===== src/rtl/opb_register_bank_ppc2simulink_pkg.sv =====
// Shared types and helpers for the OPB PPC->Simulink register bank.
// Build option: OPB_REGBANK_SHADOW_COMMIT_EN (see top level).
package opb_regbank_pkg;

  localparam int unsigned OPB_DW  = 32;
  localparam int unsigned OPB_BEW = 4;

  typedef enum logic {
    IDLE = 1'b0,
    ACK  = 1'b1
  } opb_state_e;

  // Big-endian merge: be[0] and word[0:7] are the most significant byte.
  function automatic logic [0:OPB_DW-1] be_merge(input logic [0:OPB_DW-1]  old_w,
                                                 input logic [0:OPB_DW-1]  new_w,
                                                 input logic [0:OPB_BEW-1] be);
    logic [0:OPB_DW-1] res;
    res = old_w;
    for (int k = 0; k < OPB_BEW; k++) begin
      if (be[k]) res[8*k +: 8] = new_w[8*k +: 8];
    end
    return res;
  endfunction

  function automatic logic [OPB_DW-1:0] opb2le(input logic [0:OPB_DW-1] w);
    logic [OPB_DW-1:0] res;
    for (int i = 0; i < OPB_DW; i++) begin
      res[OPB_DW-1-i] = w[i];
    end
    return res;
  endfunction

endpackage


===== src/rtl/opb_register_bank_ppc2simulink_if.sv =====
// OPB slave-side signal bundle for the register bank; OPB bit 0 is the MSB.
interface opb_register_bank_ppc2simulink_if;

  logic [0:31]                          OPB_ABus;
  logic [0:opb_regbank_pkg::OPB_BEW-1]  OPB_BE;
  logic [0:opb_regbank_pkg::OPB_DW-1]   OPB_DBus;
  logic                                 OPB_RNW;
  logic                                 OPB_select;
  logic                                 OPB_seqAddr;

  logic [0:opb_regbank_pkg::OPB_DW-1]   Sl_DBus;
  logic                                 Sl_errAck;
  logic                                 Sl_retry;
  logic                                 Sl_toutSup;
  logic                                 Sl_xferAck;

  modport master (
    output OPB_ABus, OPB_BE, OPB_DBus, OPB_RNW, OPB_select, OPB_seqAddr,
    input  Sl_DBus, Sl_errAck, Sl_retry, Sl_toutSup, Sl_xferAck
  );

  modport slave (
    input  OPB_ABus, OPB_BE, OPB_DBus, OPB_RNW, OPB_select, OPB_seqAddr,
    output Sl_DBus, Sl_errAck, Sl_retry, Sl_toutSup, Sl_xferAck
  );

endinterface


===== src/rtl/opb_register_bank_ppc2simulink_slot.sv =====
// One PPC-writable register with byte-enable merge and update strobe.
// With OPB_REGBANK_SHADOW_COMMIT_EN, writes land in a shadow copied out on commit.
module opb_regbank_slot
  import opb_regbank_pkg::*;
#(
  parameter logic [OPB_DW-1:0] INIT_VALUE = '0
) (
  input  logic                i_clk,
  input  logic                i_rst_n,
  input  logic                i_wr_en,
  input  logic [0:OPB_DW-1]   i_wr_data,
  input  logic [0:OPB_BEW-1]  i_wr_be,
`ifdef OPB_REGBANK_SHADOW_COMMIT_EN
  input  logic                i_commit,
`endif
  output logic [OPB_DW-1:0]   o_data,
  output logic                o_update,
  output logic [0:OPB_DW-1]   o_rd_data
);

  logic [0:OPB_DW-1] r_data;
  logic              r_update;

`ifdef OPB_REGBANK_SHADOW_COMMIT_EN
  logic [0:OPB_DW-1] r_shadow;

  always_ff @(posedge i_clk or negedge i_rst_n) begin
    if (!i_rst_n) begin
      r_shadow <= INIT_VALUE;
      r_data   <= INIT_VALUE;
      r_update <= 1'b0;
    end else begin
      r_update <= i_commit;
      if (i_wr_en)  r_shadow <= be_merge(r_shadow, i_wr_data, i_wr_be);
      if (i_commit) r_data   <= r_shadow;
    end
  end

  assign o_rd_data = r_shadow;
`else
  always_ff @(posedge i_clk or negedge i_rst_n) begin
    if (!i_rst_n) begin
      r_data   <= INIT_VALUE;
      r_update <= 1'b0;
    end else begin
      // An all-zero byte enable still counts as a write and still strobes.
      r_update <= i_wr_en;
      if (i_wr_en) r_data <= be_merge(r_data, i_wr_data, i_wr_be);
    end
  end

  assign o_rd_data = r_data;
`endif

  assign o_data   = opb2le(r_data);
  assign o_update = r_update;

endmodule


===== src/rtl/opb_register_bank_ppc2simulink.sv =====
// OPB slave bank of N_REGS PPC->Simulink registers with readback and update strobes.
// Build option: define OPB_REGBANK_SHADOW_COMMIT_EN for shadow registers plus a COMMIT word.
module opb_register_bank_ppc2simulink
  import opb_regbank_pkg::*;
#(
  parameter logic [31:0] C_BASEADDR   = 32'h0100B000,
  parameter logic [31:0] C_HIGHADDR   = 32'h0100B0FF,
  parameter int unsigned C_OPB_AWIDTH = 32,
  parameter int unsigned C_OPB_DWIDTH = 32,
  parameter string       C_FAMILY     = "virtex6",
  parameter int unsigned N_REGS       = 4,
  parameter logic [31:0] INIT_VALUE   = 32'h0
) (
  input  logic                             OPB_Clk,
  input  logic                             OPB_Rst_n,
  opb_register_bank_ppc2simulink_if.slave  opb,
  output logic [N_REGS*C_OPB_DWIDTH-1:0]   user_data_out,
  output logic [N_REGS-1:0]                user_update
);

  localparam int unsigned IdxW = C_OPB_AWIDTH - 2;

  opb_state_e              r_state;
  opb_state_e              w_state_next;
  logic [C_OPB_AWIDTH-1:0] w_addr;
  logic [C_OPB_AWIDTH-1:0] w_off;
  logic [IdxW-1:0]         w_idx;
  logic                    w_hit;
  logic                    w_wr;
  logic [0:OPB_DW-1]       w_rd_word;
  logic [0:OPB_DW-1]       r_dbus;
  logic [0:OPB_DW-1]       w_slot_rd  [N_REGS];
  logic [OPB_DW-1:0]       w_slot_out [N_REGS];
  logic [N_REGS-1:0]       w_slot_wr;
  logic                    w_unused;

  assign w_addr = C_OPB_AWIDTH'(opb.OPB_ABus);
  assign w_off  = w_addr - C_OPB_AWIDTH'(C_BASEADDR);
  assign w_idx  = w_off[C_OPB_AWIDTH-1:2];
  assign w_hit  = opb.OPB_select && (r_state == IDLE) &&
                  (w_addr >= C_OPB_AWIDTH'(C_BASEADDR)) &&
                  (w_addr <= C_OPB_AWIDTH'(C_HIGHADDR));
  assign w_wr   = w_hit && !opb.OPB_RNW;

  assign w_unused = ^{opb.OPB_seqAddr, w_off[1:0]};

  always_comb begin
    w_state_next = r_state;
    case (r_state)
      IDLE:    if (w_hit) w_state_next = ACK;
      ACK:     w_state_next = IDLE;
      default: w_state_next = IDLE;
    endcase
  end

  // Reads are latched at the hit edge so data appears only alongside the ack.
  always_ff @(posedge OPB_Clk or negedge OPB_Rst_n) begin
    if (!OPB_Rst_n) begin
      r_state <= IDLE;
      r_dbus  <= '0;
    end else begin
      r_state <= w_state_next;
      r_dbus  <= (w_hit && opb.OPB_RNW) ? w_rd_word : '0;
    end
  end

  // Unmatched indices (out of range, or COMMIT) read back as zero.
  always_comb begin
    w_rd_word = '0;
    for (int i = 0; i < N_REGS; i++) begin
      if (w_idx == IdxW'(i)) w_rd_word = w_slot_rd[i];
    end
  end

`ifdef OPB_REGBANK_SHADOW_COMMIT_EN
  localparam logic [IdxW-1:0] CommitIdx = IdxW'(N_REGS);
  logic w_commit;
  assign w_commit = w_wr && (w_idx == CommitIdx);
`endif

  for (genvar i = 0; i < N_REGS; i++) begin : g_slot
    assign w_slot_wr[i] = w_wr && (w_idx == IdxW'(i));

    opb_regbank_slot #(
      .INIT_VALUE (INIT_VALUE)
    ) u_slot (
      .i_clk     (OPB_Clk),
      .i_rst_n   (OPB_Rst_n),
      .i_wr_en   (w_slot_wr[i]),
      .i_wr_data (opb.OPB_DBus),
      .i_wr_be   (opb.OPB_BE),
`ifdef OPB_REGBANK_SHADOW_COMMIT_EN
      .i_commit  (w_commit),
`endif
      .o_data    (w_slot_out[i]),
      .o_update  (user_update[i]),
      .o_rd_data (w_slot_rd[i])
    );

    assign user_data_out[C_OPB_DWIDTH*i +: C_OPB_DWIDTH] = w_slot_out[i];
  end

  assign opb.Sl_DBus    = r_dbus;
  assign opb.Sl_xferAck = (r_state == ACK);
  assign opb.Sl_errAck  = 1'b0;
  assign opb.Sl_retry   = 1'b0;
  assign opb.Sl_toutSup = 1'b0;

endmodule


===== src/flat_wrapper.sv =====
// flat-port wrapper written by rule: the top's interface ports become plain ports
module opb_register_bank_ppc2simulink_flat import opb_regbank_pkg::*;
#(
  parameter logic [31:0] C_BASEADDR   = 32'h0100B000,
  parameter logic [31:0] C_HIGHADDR   = 32'h0100B0FF,
  parameter int unsigned C_OPB_AWIDTH = 32,
  parameter int unsigned C_OPB_DWIDTH = 32,
  parameter string       C_FAMILY     = "       ",
  parameter int unsigned N_REGS       = 4,
  parameter logic [31:0] INIT_VALUE   = 32'h0
)
  (OPB_Clk, OPB_Rst_n, user_data_out, user_update, opb_OPB_ABus, opb_OPB_BE, opb_OPB_DBus, opb_OPB_RNW, opb_OPB_select, opb_OPB_seqAddr, opb_Sl_DBus, opb_Sl_errAck, opb_Sl_retry, opb_Sl_toutSup, opb_Sl_xferAck);
  opb_register_bank_ppc2simulink_if opb_i ();
  input  logic OPB_Clk;
  input  logic OPB_Rst_n;
  output logic [N_REGS*C_OPB_DWIDTH-1:0] user_data_out;
  output logic [N_REGS-1:0] user_update;
  input wire logic [$bits(opb_i.OPB_ABus)-1:0] opb_OPB_ABus;
  input wire logic [$bits(opb_i.OPB_BE)-1:0] opb_OPB_BE;
  input wire logic [$bits(opb_i.OPB_DBus)-1:0] opb_OPB_DBus;
  input wire logic [$bits(opb_i.OPB_RNW)-1:0] opb_OPB_RNW;
  input wire logic [$bits(opb_i.OPB_select)-1:0] opb_OPB_select;
  input wire logic [$bits(opb_i.OPB_seqAddr)-1:0] opb_OPB_seqAddr;
  output wire logic [$bits(opb_i.Sl_DBus)-1:0] opb_Sl_DBus;
  output wire logic [$bits(opb_i.Sl_errAck)-1:0] opb_Sl_errAck;
  output wire logic [$bits(opb_i.Sl_retry)-1:0] opb_Sl_retry;
  output wire logic [$bits(opb_i.Sl_toutSup)-1:0] opb_Sl_toutSup;
  output wire logic [$bits(opb_i.Sl_xferAck)-1:0] opb_Sl_xferAck;
  assign opb_i.OPB_ABus = opb_OPB_ABus;
  assign opb_i.OPB_BE = opb_OPB_BE;
  assign opb_i.OPB_DBus = opb_OPB_DBus;
  assign opb_i.OPB_RNW = opb_OPB_RNW;
  assign opb_i.OPB_select = opb_OPB_select;
  assign opb_i.OPB_seqAddr = opb_OPB_seqAddr;
  assign opb_Sl_DBus = opb_i.Sl_DBus;
  assign opb_Sl_errAck = opb_i.Sl_errAck;
  assign opb_Sl_retry = opb_i.Sl_retry;
  assign opb_Sl_toutSup = opb_i.Sl_toutSup;
  assign opb_Sl_xferAck = opb_i.Sl_xferAck;
  opb_register_bank_ppc2simulink #(.C_BASEADDR(C_BASEADDR), .C_HIGHADDR(C_HIGHADDR), .C_OPB_AWIDTH(C_OPB_AWIDTH), .C_OPB_DWIDTH(C_OPB_DWIDTH), .C_FAMILY(C_FAMILY), .N_REGS(N_REGS), .INIT_VALUE(INIT_VALUE)) u_core (.OPB_Clk(OPB_Clk), .OPB_Rst_n(OPB_Rst_n), .opb(opb_i), .user_data_out(user_data_out), .user_update(user_update));
endmodule

===== config.mk =====
export PLATFORM = sky130hd
export DESIGN_NAME = opb_register_bank_ppc2simulink_flat
export DESIGN_NICKNAME = d
export VERILOG_FILES = /design/src/rtl/opb_register_bank_ppc2simulink_pkg.sv /design/src/rtl/opb_register_bank_ppc2simulink_if.sv /design/src/rtl/opb_register_bank_ppc2simulink_slot.sv /design/src/rtl/opb_register_bank_ppc2simulink.sv /design/src/flat_wrapper.sv
export SDC_FILE = /design/constraint.sdc
export NUM_CORES = 1
export LEC_CHECK = 0
export CAP_MARGIN = 20
export CORE_AREA = 2 2 124 126
export CTS_CLUSTER_DIAMETER = 100
export DETAILED_ROUTE_END_ITERATION = 8
export DIE_AREA = 0 0 126 128
export GPL_ROUTABILITY_DRIVEN = 0
export PLACE_DENSITY = 0.89
export SYNTH_ARGS = -nofsm -noshare
export SYNTH_HDL_FRONTEND = slang
export SYNTH_SLANG_ARGS = --single-unit

===== constraint.sdc =====
create_clock -name OPB_Clk -period 4.97 [get_ports OPB_Clk]
set_input_delay 0.497 -clock OPB_Clk [delete_from_list [all_inputs] [get_ports OPB_Clk]]
set_output_delay 0.497 -clock OPB_Clk [all_outputs]
set_load 0.02 [all_outputs]

Word-level counts from Yosys, hierarchy flattened
Cells that the tools add are included.
{ "totals": {"input_bits": 73, "register_bits": 165, "wordCells": 63} }
{ "op_classes": {"reduce_logical": 27, "n_addsub": 1, "n_lt_le_gt_ge": 2, "n_eq_ne": 3, "n_bitwise": 1, "muxes": 7} }
{ "op_table": {"columns": ["operator", "count"], "rows": [
  ["2-to-1 mux 32 bit", 5],
  ["equality test 30 x 2 -> 1 bit (second input constant)", 2],
  ["greater-or-equal comparator 32 x 25 -> 1 bit (second input constant)", 1],
  ["<= comparator 32 x 25 -> 1 bit (second input constant)", 1],
  ["AND reduction 2 bit", 16],
  ["subtractor 32 x 25 -> 32 bit (second input constant)", 1],
  ["equality test 30 x 1 -> 1 bit (second input constant)", 1],
  ["logical NOT 30 bit", 1],
  ["logical AND 1 bit", 9],
  ["case mux 1 bit (2 select lines)", 1],
  ["logical NOT 1 bit", 1],
  ["2-to-1 mux 1 bit", 1],
  ["inverter 1 bit", 1]
]} }

Depth between registers and ports, before layout
Gate-level depths: netlist of run 1.
{ "depth": {"word_depth": 7, "depth_mapped": 7, "ltp_nobuf": 4} }

By module
From an unflattened synthesis of run 1, not the netlist that was laid out.
{ "hier_totals": {"cells_unflattened": 555, "hier_area_um2": 8210.4} }
{ "by_module_without_submodules": {"columns": ["mod", "seq_area_each_um2", "instances", "cells_each", "area_per_inst_um2"], "rows": [
  ["opb_regbank_slot", 825.8, 4, 101, 1451.4],
  ["opb_register_bank_ppc2simulink", 825.8, 1, 151, 2404.8]
]} }

Worst setup path before layout of run 1
OpenSTA, ideal clock, no wires.
{ "synth_path": {"path_type": "input to register", "from": "input opb_OPB_ABus[30]", "to": "register u_core.g_slot[0].u_slot.r_data, in the netlist u_core.g_slot[0].u_slot.o_data[16]", "cell_stages": 6, "n_path_buf": 2, "arrival_ns": 2.268, "slack_ns": 2.577, "cell_sequence": "nor4b_1 nand4_1 buf_6 buf_4 nor4_4 mux2_4"} }
{ "synth_between": {"elab_chain_len": 6, "elab_cells_between_ends": 9} }
{ "synth_rtl": {"columns": ["element", "line_no", "text"], "rows": [
  ["start: declaration", "flat_wrapper.sv:18", "input wire logic [$bits(opb_i.OPB_ABus)-1:0] opb_OPB_ABus;"],
  ["branches (longest 4 deep; another with subtractor 32 x 25 -> 32 bit)", null, null],
  ["logical AND 1 bit (*)", "opb_register_bank_ppc2simulink.sv:82", "assign w_slot_wr[i] = w_wr && (w_idx == IdxW'(i));"],
  ["AND reduction 2 bit (no line) (*)", null, null],
  ["end signal: assignment", "opb_register_bank_ppc2simulink_slot.sv:48", "if (i_wr_en) r_data <= be_merge(r_data, i_wr_data, i_wr_be);"],
  ["end: declaration", "opb_register_bank_ppc2simulink_slot.sv:21", "logic [0:OPB_DW-1] r_data;"]
]} }
Every way passes the cells marked *.
A chain may end at the register's enable or synchronous reset.

Worst setup path after layout of run 1
{ "layout_path": {"from": "input opb_OPB_ABus[22]", "to": "register u_core.r_dbus, in the netlist u_core.opb.Sl_DBus[11]"} }
{ "layout_between": {"elab_chain_len": 7, "elab_cells_between_ends": 15} }
{ "layout_rtl": {"columns": ["element", "line_no", "text"], "rows": [
  ["subtractor 32 x 25 -> 32 bit", "opb_register_bank_ppc2simulink.sv:38", "assign w_off = w_addr - C_OPB_AWIDTH'(C_BASEADDR);"],
  ["logical NOT 30 bit", "opb_register_bank_ppc2simulink.sv:71", "if (w_idx == IdxW'(i)) w_rd_word = w_slot_rd[i];"],
  ["2-to-1 mux 32 bit (4 in a row)", "opb_register_bank_ppc2simulink.sv:71", null],
  ["2-to-1 mux 32 bit (*)", "opb_register_bank_ppc2simulink.sv:63", "r_dbus <= (w_hit && opb.OPB_RNW) ? w_rd_word : '0;"],
  ["end signal: assignment", "opb_register_bank_ppc2simulink.sv:63", null],
  ["end: declaration", "opb_register_bank_ppc2simulink.sv:31", "logic [0:OPB_DW-1] r_dbus;"]
]} }
Every way passes the cells marked *; elsewhere a longest branch is shown, timed or not.

==> results of run 1 <==
-- cells in the mapped netlist (all sizes together) --
library cell and count:
nor4 19, nand2 1, conb 1, nor4b 6, o22ai 32, buf 13
nor2 2, clkbuf 22, nand2b 2, nand4 7, or2 1, or3 1
and2 1, nor3b 1, inv 1, or4 1, dfrtp 165, and4bb 1
nor3 69, mux2 160
-- registers in the layout, summed over array words and instances, names as in the netlist --
signal / count
u_core.g_slot.u_slot.o_data: 128
u_core.opb.Sl_DBus: 32
u_core.g_slot.u_slot.o_update: 4
u_core.opb.Sl_xferAck: 1
-- kinds of logic after synthesis --
logic type	after synthesis	synth area share, %
other	1	0.0516
DFF	165	56.8
buffers and inverters	36	2.48
AOI/OAI and AO/OA	32	2.75
muxes	160	25.2
and+or+nand+nor	112	12.7
-- worst max path at each step --
stage / from / endpoint / slack, ps / cells after the start
6_report: opb_OPB_ABus[22] / u_core.opb.Sl_DBus[11] / 1860 / 7
5_1_grt: opb_OPB_ABus[22] / u_core.opb.Sl_DBus[11] / 1780 / 7
4_1_cts: opb_OPB_ABus[22] / u_core.opb.Sl_DBus[11] / 1880 / 7
3_5_place_dp: opb_OPB_ABus[22] / u_core.opb.Sl_DBus[11] / 1430 / 7
3_3_place_gp: opb_OPB_ABus[30] / u_core.opb.Sl_DBus[11] / 1510 / 7
2_1_floorplan: opb_OPB_ABus[30] / u_core.g_slot[0].u_slot.o_data[16] / 2580 / 6
-- final cells by class --
| type | count | area, um^2 | share of cell area, % |
|---|---|---|---|
| clock inverters | 11 | 149 | 1.43 |
| clock buffers | 21 | 480 | 4.63 |
| flip-flops and latches | 165 | 4130 | 39.8 |
| repair buffers | 244 | 2410 | 23.2 |
| multi-input cells | 307 | 2970 | 28.6 |
| well taps | 188 | 235 | 2.27 |
| inverters | 1 | 3.75 | 0.0362 |
-- power groups by stage --
stage	Sequential, mW	Clock (mW)	Combinational (mW)
6_report	1.34	1.39	0.155
5_1_grt	1.34	1.45	0.167
4_1_cts	1.34	1.40	0.156
3_5_place_dp	1.37	0	0.154
3_3_place_gp	1.37	0	0.149
2_1_floorplan	1.37	0	0.0455
-- placed cells by master (no fill, tap or decap) --
cell type	Yosys	layout
clkdlybuf4s50_1	0	231
nor4_4	17	17
nand4_1	6	6
clkinvlp_4	0	3
nor3b_4	1	1
nand2_2	0	1
conb_1	1	3
buf_6	1	1
nand4_4	1	1
nor2_1	2	2
bufinv_16	0	3
inv_1	1	1
or3_1	1	1
nor4_1	2	2
dlygate4sd3_1	0	1
or2_2	1	1
nor4b_1	6	6
clkinv_4	0	3
and2_1	1	1
buf_2	0	2
and4bb_2	1	1
clkbuf_16	0	17
o22ai_1	32	32
dfrtp_1	165	165
clkbuf_8	0	4
mux2_2	152	152
nor3_1	68	68
nor3_4	1	1
nand2b_2	0	1
buf_4	10	9
clkinv_2	0	2
or4_1	1	1
mux2_4	8	8
nand2b_1	2	1
-- metrics by stage --
stage / std cells / util [%] / instance area (um^2) / setup slack (ps)
5_1_grt: 937 / 69.8 / 10400 / 1780
3_5_place_dp: 904 / 65.5 / 9740 / 1430
4_1_cts: 937 / 69.8 / 10400 / 1880
2_1_floorplan: 508 / - / 7280 / 2580
6_report: 937 / 69.8 / 10400 / 1860
3_3_place_gp: 904 / 65.5 / 9740 / 1510
-- routing by layer --
metal  wire, um  part of all wire [%]  track usage, %
met5          0                     0               0
met4        409                   2.0            10.3
met3       1370                   6.6            6.09
met2      10700                    52            44.7
met1       8320                    40            32.4
-- repair_timing --
action | CTS | global route
hold buffers | 1 | 0
gates resized for setup | 0 | 0
buffers inserted | 0 | 0
hold endpoints to repair | 32 | 0
==> flow_metrics.tcl, run 1 <==
set metrics [dict create \
    grt_start_max_net_pins 63 \
    yosysTopAreaCellShare_pct 56.8 \
    ys_ff_latch 165 \
    pin_count 241 \
    drive_above_1_share_pct 30.4 \
    numClockSinks 165 \
    synth_area_um2 7270 \
    fin_nets 809 \
    path_cells "clkdlybuf4s50_1 > nor4b_1 > nand4_1 > buf_4 > or4_1 > buf_4 > nor3_1" \
    clk_pin_slew_ps 60 \
    ys_seq_area_share_pct 56.8 \
    hpwl_um 14100 \
    cp_top_family "simple AND/OR/NAND/NOR gates" \
    antenna_found_initial 0 \
    whs_path_depth 1 \
    rr_startpoint "u_core.opb.Sl_xferAck" \
    nFillCells 1003 \
    dr_total_vias 5417 \
    die_h_um 128 \
    max_stage_delay_ps 920 \
    setup_viol 0 \
    drtPass1Iterations 4 \
    crit_type "input pin to flop" \
    wl_um 20800 \
    drv_cap 0 \
    p_int_mw 2.25 \
    slew_violations 0 \
    cp_slowest_cell "or4_1" \
    rrSetupSlack_ps 1990 \
    p_leak_nw 4.70 \
    clk_path_buf_depth 2 \
    p_per_area_nw_per_um2 278 \
    endpoint_kind "flop" \
    hold_violations 0 \
    antennaDiodeCount 0 \
    hp-start "u_core.g_slot[1].u_slot.o_data[0]" \
    critPathLaunchType "input pin" \
    min_period_ps 3110 \
    yosys-top-cells-area "dfrtp_1, mux2_2, nor4_4" \
    cts_made_buffers 17 \
    finalCritPeriodShare_pct 62.6 \
    cp_max_fo 19 \
    vias_per_cell 5.78 \
    reg2reg_to "u_core.opb.Sl_DBus[11]" \
    die_area_um2 16100 \
    start_util_pct 48.9 \
    hp-class "flop to flop" \
    wl_per_cell_um 22.2 \
    ant_nets 0 \
    synth_area_per_cell_um2 14.4 \
    irDropWorstVdd_uv 206 \
    worstMarginPinSlew_ps 903 \
    fp-row-count 45 \
    grt_setup_unrepaired "false" \
    p_seq_share_pct 46.6 \
    comb_power_share_pct 5.4 \
    arrival_ps 3400 \
    grt_use_total_pct 26.1 \
    grt_pass1_vias 5827 \
    power_mw 2.88 \
    synth_largest_area_cell "dfrtp_1" \
    grt_pass1_wl_um 32300 \
    worstRegToRegCells 6 \
    p_sw_share_pct 21.9 \
    relSlewSlack_pct 39.8 \
    cp_common_cell "buf_4" \
    yosys_warnings 0 \
    htree_levels 4 \
    die_w_um 126 \
    grt.overflow.total 0 \
    fmax_mhz 322 \
    status "finished, final reports clean" \
    syn_inst 506 \
    hold-worst-slack_ps 526 \
    synth.distinct_cells 26 \
    drt_iter0_markers 311 \
    clk_latency_ps 420 \
    core_um2 14900 \
    route.detailed.drc 0 \
    synthToLayoutAreaGrowth_pct 42.8 \
    io_buffers 234 \
    setup_tns_ps 0 \
    critPathRequiredTime_ps 5260 \
    cts_tree "built" \
    cts_root_buf "clkbuf_16" \
    switchingPower_mw 0.631 \
    finClkSkew_ps 8.07 \
    hold_end "u_core.g_slot[1].u_slot.o_data[0]" \
    cp_num_buf_inv 3 \
    clkPwrFrac_pct 48.1 \
]
Power figures use the tool's default switching activity.
==> inputs of run 2 (changes only) <==
--- a/config.mk
+++ b/config.mk
@@ -6,12 +6,12 @@
 export NUM_CORES = 1
 export LEC_CHECK = 0
 export CAP_MARGIN = 20
-export CORE_AREA = 2 2 124 126
+export CORE_AREA = 2 2 135 137
 export CTS_CLUSTER_DIAMETER = 100
 export DETAILED_ROUTE_END_ITERATION = 8
-export DIE_AREA = 0 0 126 128
+export DIE_AREA = 0 0 137 139
 export GPL_ROUTABILITY_DRIVEN = 0
-export PLACE_DENSITY = 0.89
+export PLACE_DENSITY = 0.8
 export SYNTH_ARGS = -nofsm -noshare
 export SYNTH_HDL_FRONTEND = slang
 export SYNTH_SLANG_ARGS = --single-unit
==> constraint.sdc (replaced) <==
create_clock -name OPB_Clk -period 2.8 [get_ports OPB_Clk]
set_input_delay 0.28 -clock OPB_Clk [delete_from_list [all_inputs] [get_ports OPB_Clk]]
set_output_delay 0.28 -clock OPB_Clk [all_outputs]
set_load 0.02 [all_outputs]
==> run 2 against run 1 <==
Effect of this change:
- worst setup slack got worse by 1500 ps
- sequential power increased by 78%
- power increased by 76%
- non-clock buffer count increased by 41
- routed wire length increased by 2.9%
- global-route usage decreased by 2.9 points
- combinational power increased by 86%
- utilization decreased by 8.9 points
- sequential share of layout area decreased by 1.4 points
- first-iteration DRC count decreased by 6.8%
- critical path type is now flop to flop
==> flow_metrics.tcl, run 2 (synthesis results as in run 1) <==
set metrics [dict create \
    cts_setup_buffers 0 \
    p_leak_nw 4.92 \
    die_h_um 139 \
    p_per_area_nw_per_um2 472 \
    synthToLayoutAreaGrowth_pct 48.0 \
    status "finished, final reports clean" \
    endpoint_kind "flop" \
    grt.overflow.total 0 \
    drive_above_1_share_pct 34.1 \
    grt_use_total_pct 23.3 \
    pin_count 241 \
    clk_path_buf_depth 2 \
    final_common_cell "clkdlybuf4s50_1" \
    cts_tree "built" \
    irDropWorstVdd_uv 395 \
    cp_max_fo 20 \
    drtPass1Iterations 4 \
    cp_slowest_cell "or4_2" \
    placed_cells 986 \
    vias_per_cell 5.35 \
    clk_pin_slew_ps 60 \
    fin_nets 850 \
    hold_violations 0 \
    setup_tns_ps 0 \
    clk_latency_ps 430 \
    core_um2 17700 \
    fp-row-count 49 \
    grt_pass1_vias 5893 \
    worstMarginPinSlew_ps 617 \
    crit_type "flop to flop" \
    antenna_found_initial 0 \
    hp-class "input pin to async pin" \
    arrival_ps 2740 \
    cts_root_buf "clkbuf_16" \
    route.detailed.drc 0 \
    antennaDiodeCount 0 \
    die_w_um 137 \
    final_cell_mix "clkdlybuf4s50_1, dfrtp_1, mux2_2, nor3_1, buf_4" \
    post_cts_resized 0 \
    cp_num_buf_inv 1 \
    wl_per_cell_um 21.0 \
    finClkSkew_ps 7.51 \
    dr_total_vias 5453 \
    final_cells 1019 \
    critPathLaunchType "flop" \
    hpwl_um 15100 \
    wl_um 21400 \
    drt_iter0_markers 290 \
    critPathRequiredTime_ps 3130 \
    slew_violations 0 \
    ant_nets 0 \
    largest_reg_flops 128 \
    grt_setup_unrepaired "false" \
    die_area_um2 19000 \
    finalCritPeriodShare_pct 86.1 \
    path_cells "nor4b_1 > nand4_1 > or4_2 > buf_4 > nor3_1" \
    grt_pass1_wl_um 33800 \
    power_mw 5.08 \
    relSlewSlack_pct 58.9 \
    max_stage_delay_ps 720 \
    io_buffers 234 \
    htree_levels 4 \
    min_period_ps 2410 \
    grt_start_max_net_pins 80 \
    fmax_mhz 415 \
    numClockSinks 165 \
    cp_top_family "simple AND/OR/NAND/NOR gates" \
    start_util_pct 41.2 \
    setup_viol 0 \
    cts_made_buffers 17 \
    drv_cap 0 \
]
run 2: cell types whose count changed in the layout (fill, tap and decap cells not counted):
cell,delta
clkbuf_8,-2
clkinv_4,-2
clkbuf_1,+1
inv_6,+1
buf_4,+38
or4_2,+1
or4_1,-1
clkinv_2,+1
clkinvlp_4,+1
buf_12,+3
run 2: final timing paths:
kind	startpoint	endpoint	slack, ps	cells after the start
min in group OPB_Clk	opb_OPB_ABus[3]	u_core.opb.Sl_DBus[7]	440	3
max in group asynchronous	OPB_Rst_n	u_core.g_slot[1].u_slot.o_data[19]	1580	3
worst min register to register	u_core.g_slot[0].u_slot.o_data[13]	u_core.g_slot[0].u_slot.o_data[13]	530	1
worst max-delay path	u_core.opb.Sl_xferAck	u_core.opb.Sl_DBus[31]	390	5
worst min-delay path	OPB_Rst_n	u_core.g_slot[1].u_slot.o_data[21]	380	2
worst max register to register	u_core.opb.Sl_xferAck	u_core.opb.Sl_DBus[31]	390	5
run 2: cell type report:
cell class,instances,area (um^2)
Clock buffer,20,457
Clock inverter,12,153
Fill cell,1314,6900
Inverter,1,3.75
Multi-Input combinational cell,307,2970
Sequential cell,165,4130
Tap cell,229,287
Timing Repair Buffer,285,2760
run 2: metal layers:
metal	vias to the layer above	part of all wire [%]	wire length, um	global-route usage, %
met1	2753	41	8780	30.1
met5	-	0	0	0
met3	27	6.7	1450	6.43
li1	2435	-	-	-
met2	238	51	10900	38.0
met4	0	1.3	289	6.78
run 2: through the flow:
stage | instance area [um^2] | worst slack [ps] | util [%] | hold WS, ps
floorplan | 7280 | 489 | - | -15.6
global placement | 10100 | 116 | 57.4 | 260
detailed placement | 10100 | 22.0 | 57.4 | 270
CTS | 10800 | 345 | 60.9 | 393
global route | 10800 | 168 | 60.9 | 410
finish | 10800 | 388 | 60.9 | 375
run 2: where the power goes:
| group | internal [mW] | switching [mW] | leakage [nW] | total (mW) |
|---|---|---|---|---|
| logic | 0.125 | 0.164 | 2.32 | 0.289 |
| clock network | 1.45 | 0.959 | 0.288 | 2.41 |
| registers | 2.38 | 0.00000000155 | 2.31 | 2.38 |
| total | 3.96 | 1.12 | 4.92 | 5.08 |
run 2: what timing repair did:
| action | CTS | global route |
|---|---|---|
| endpoints found under the hold margin | 56 | 0 |
| hold buffers | 1 | 0 |
| endpoints found under the setup margin | 0 | 0 |
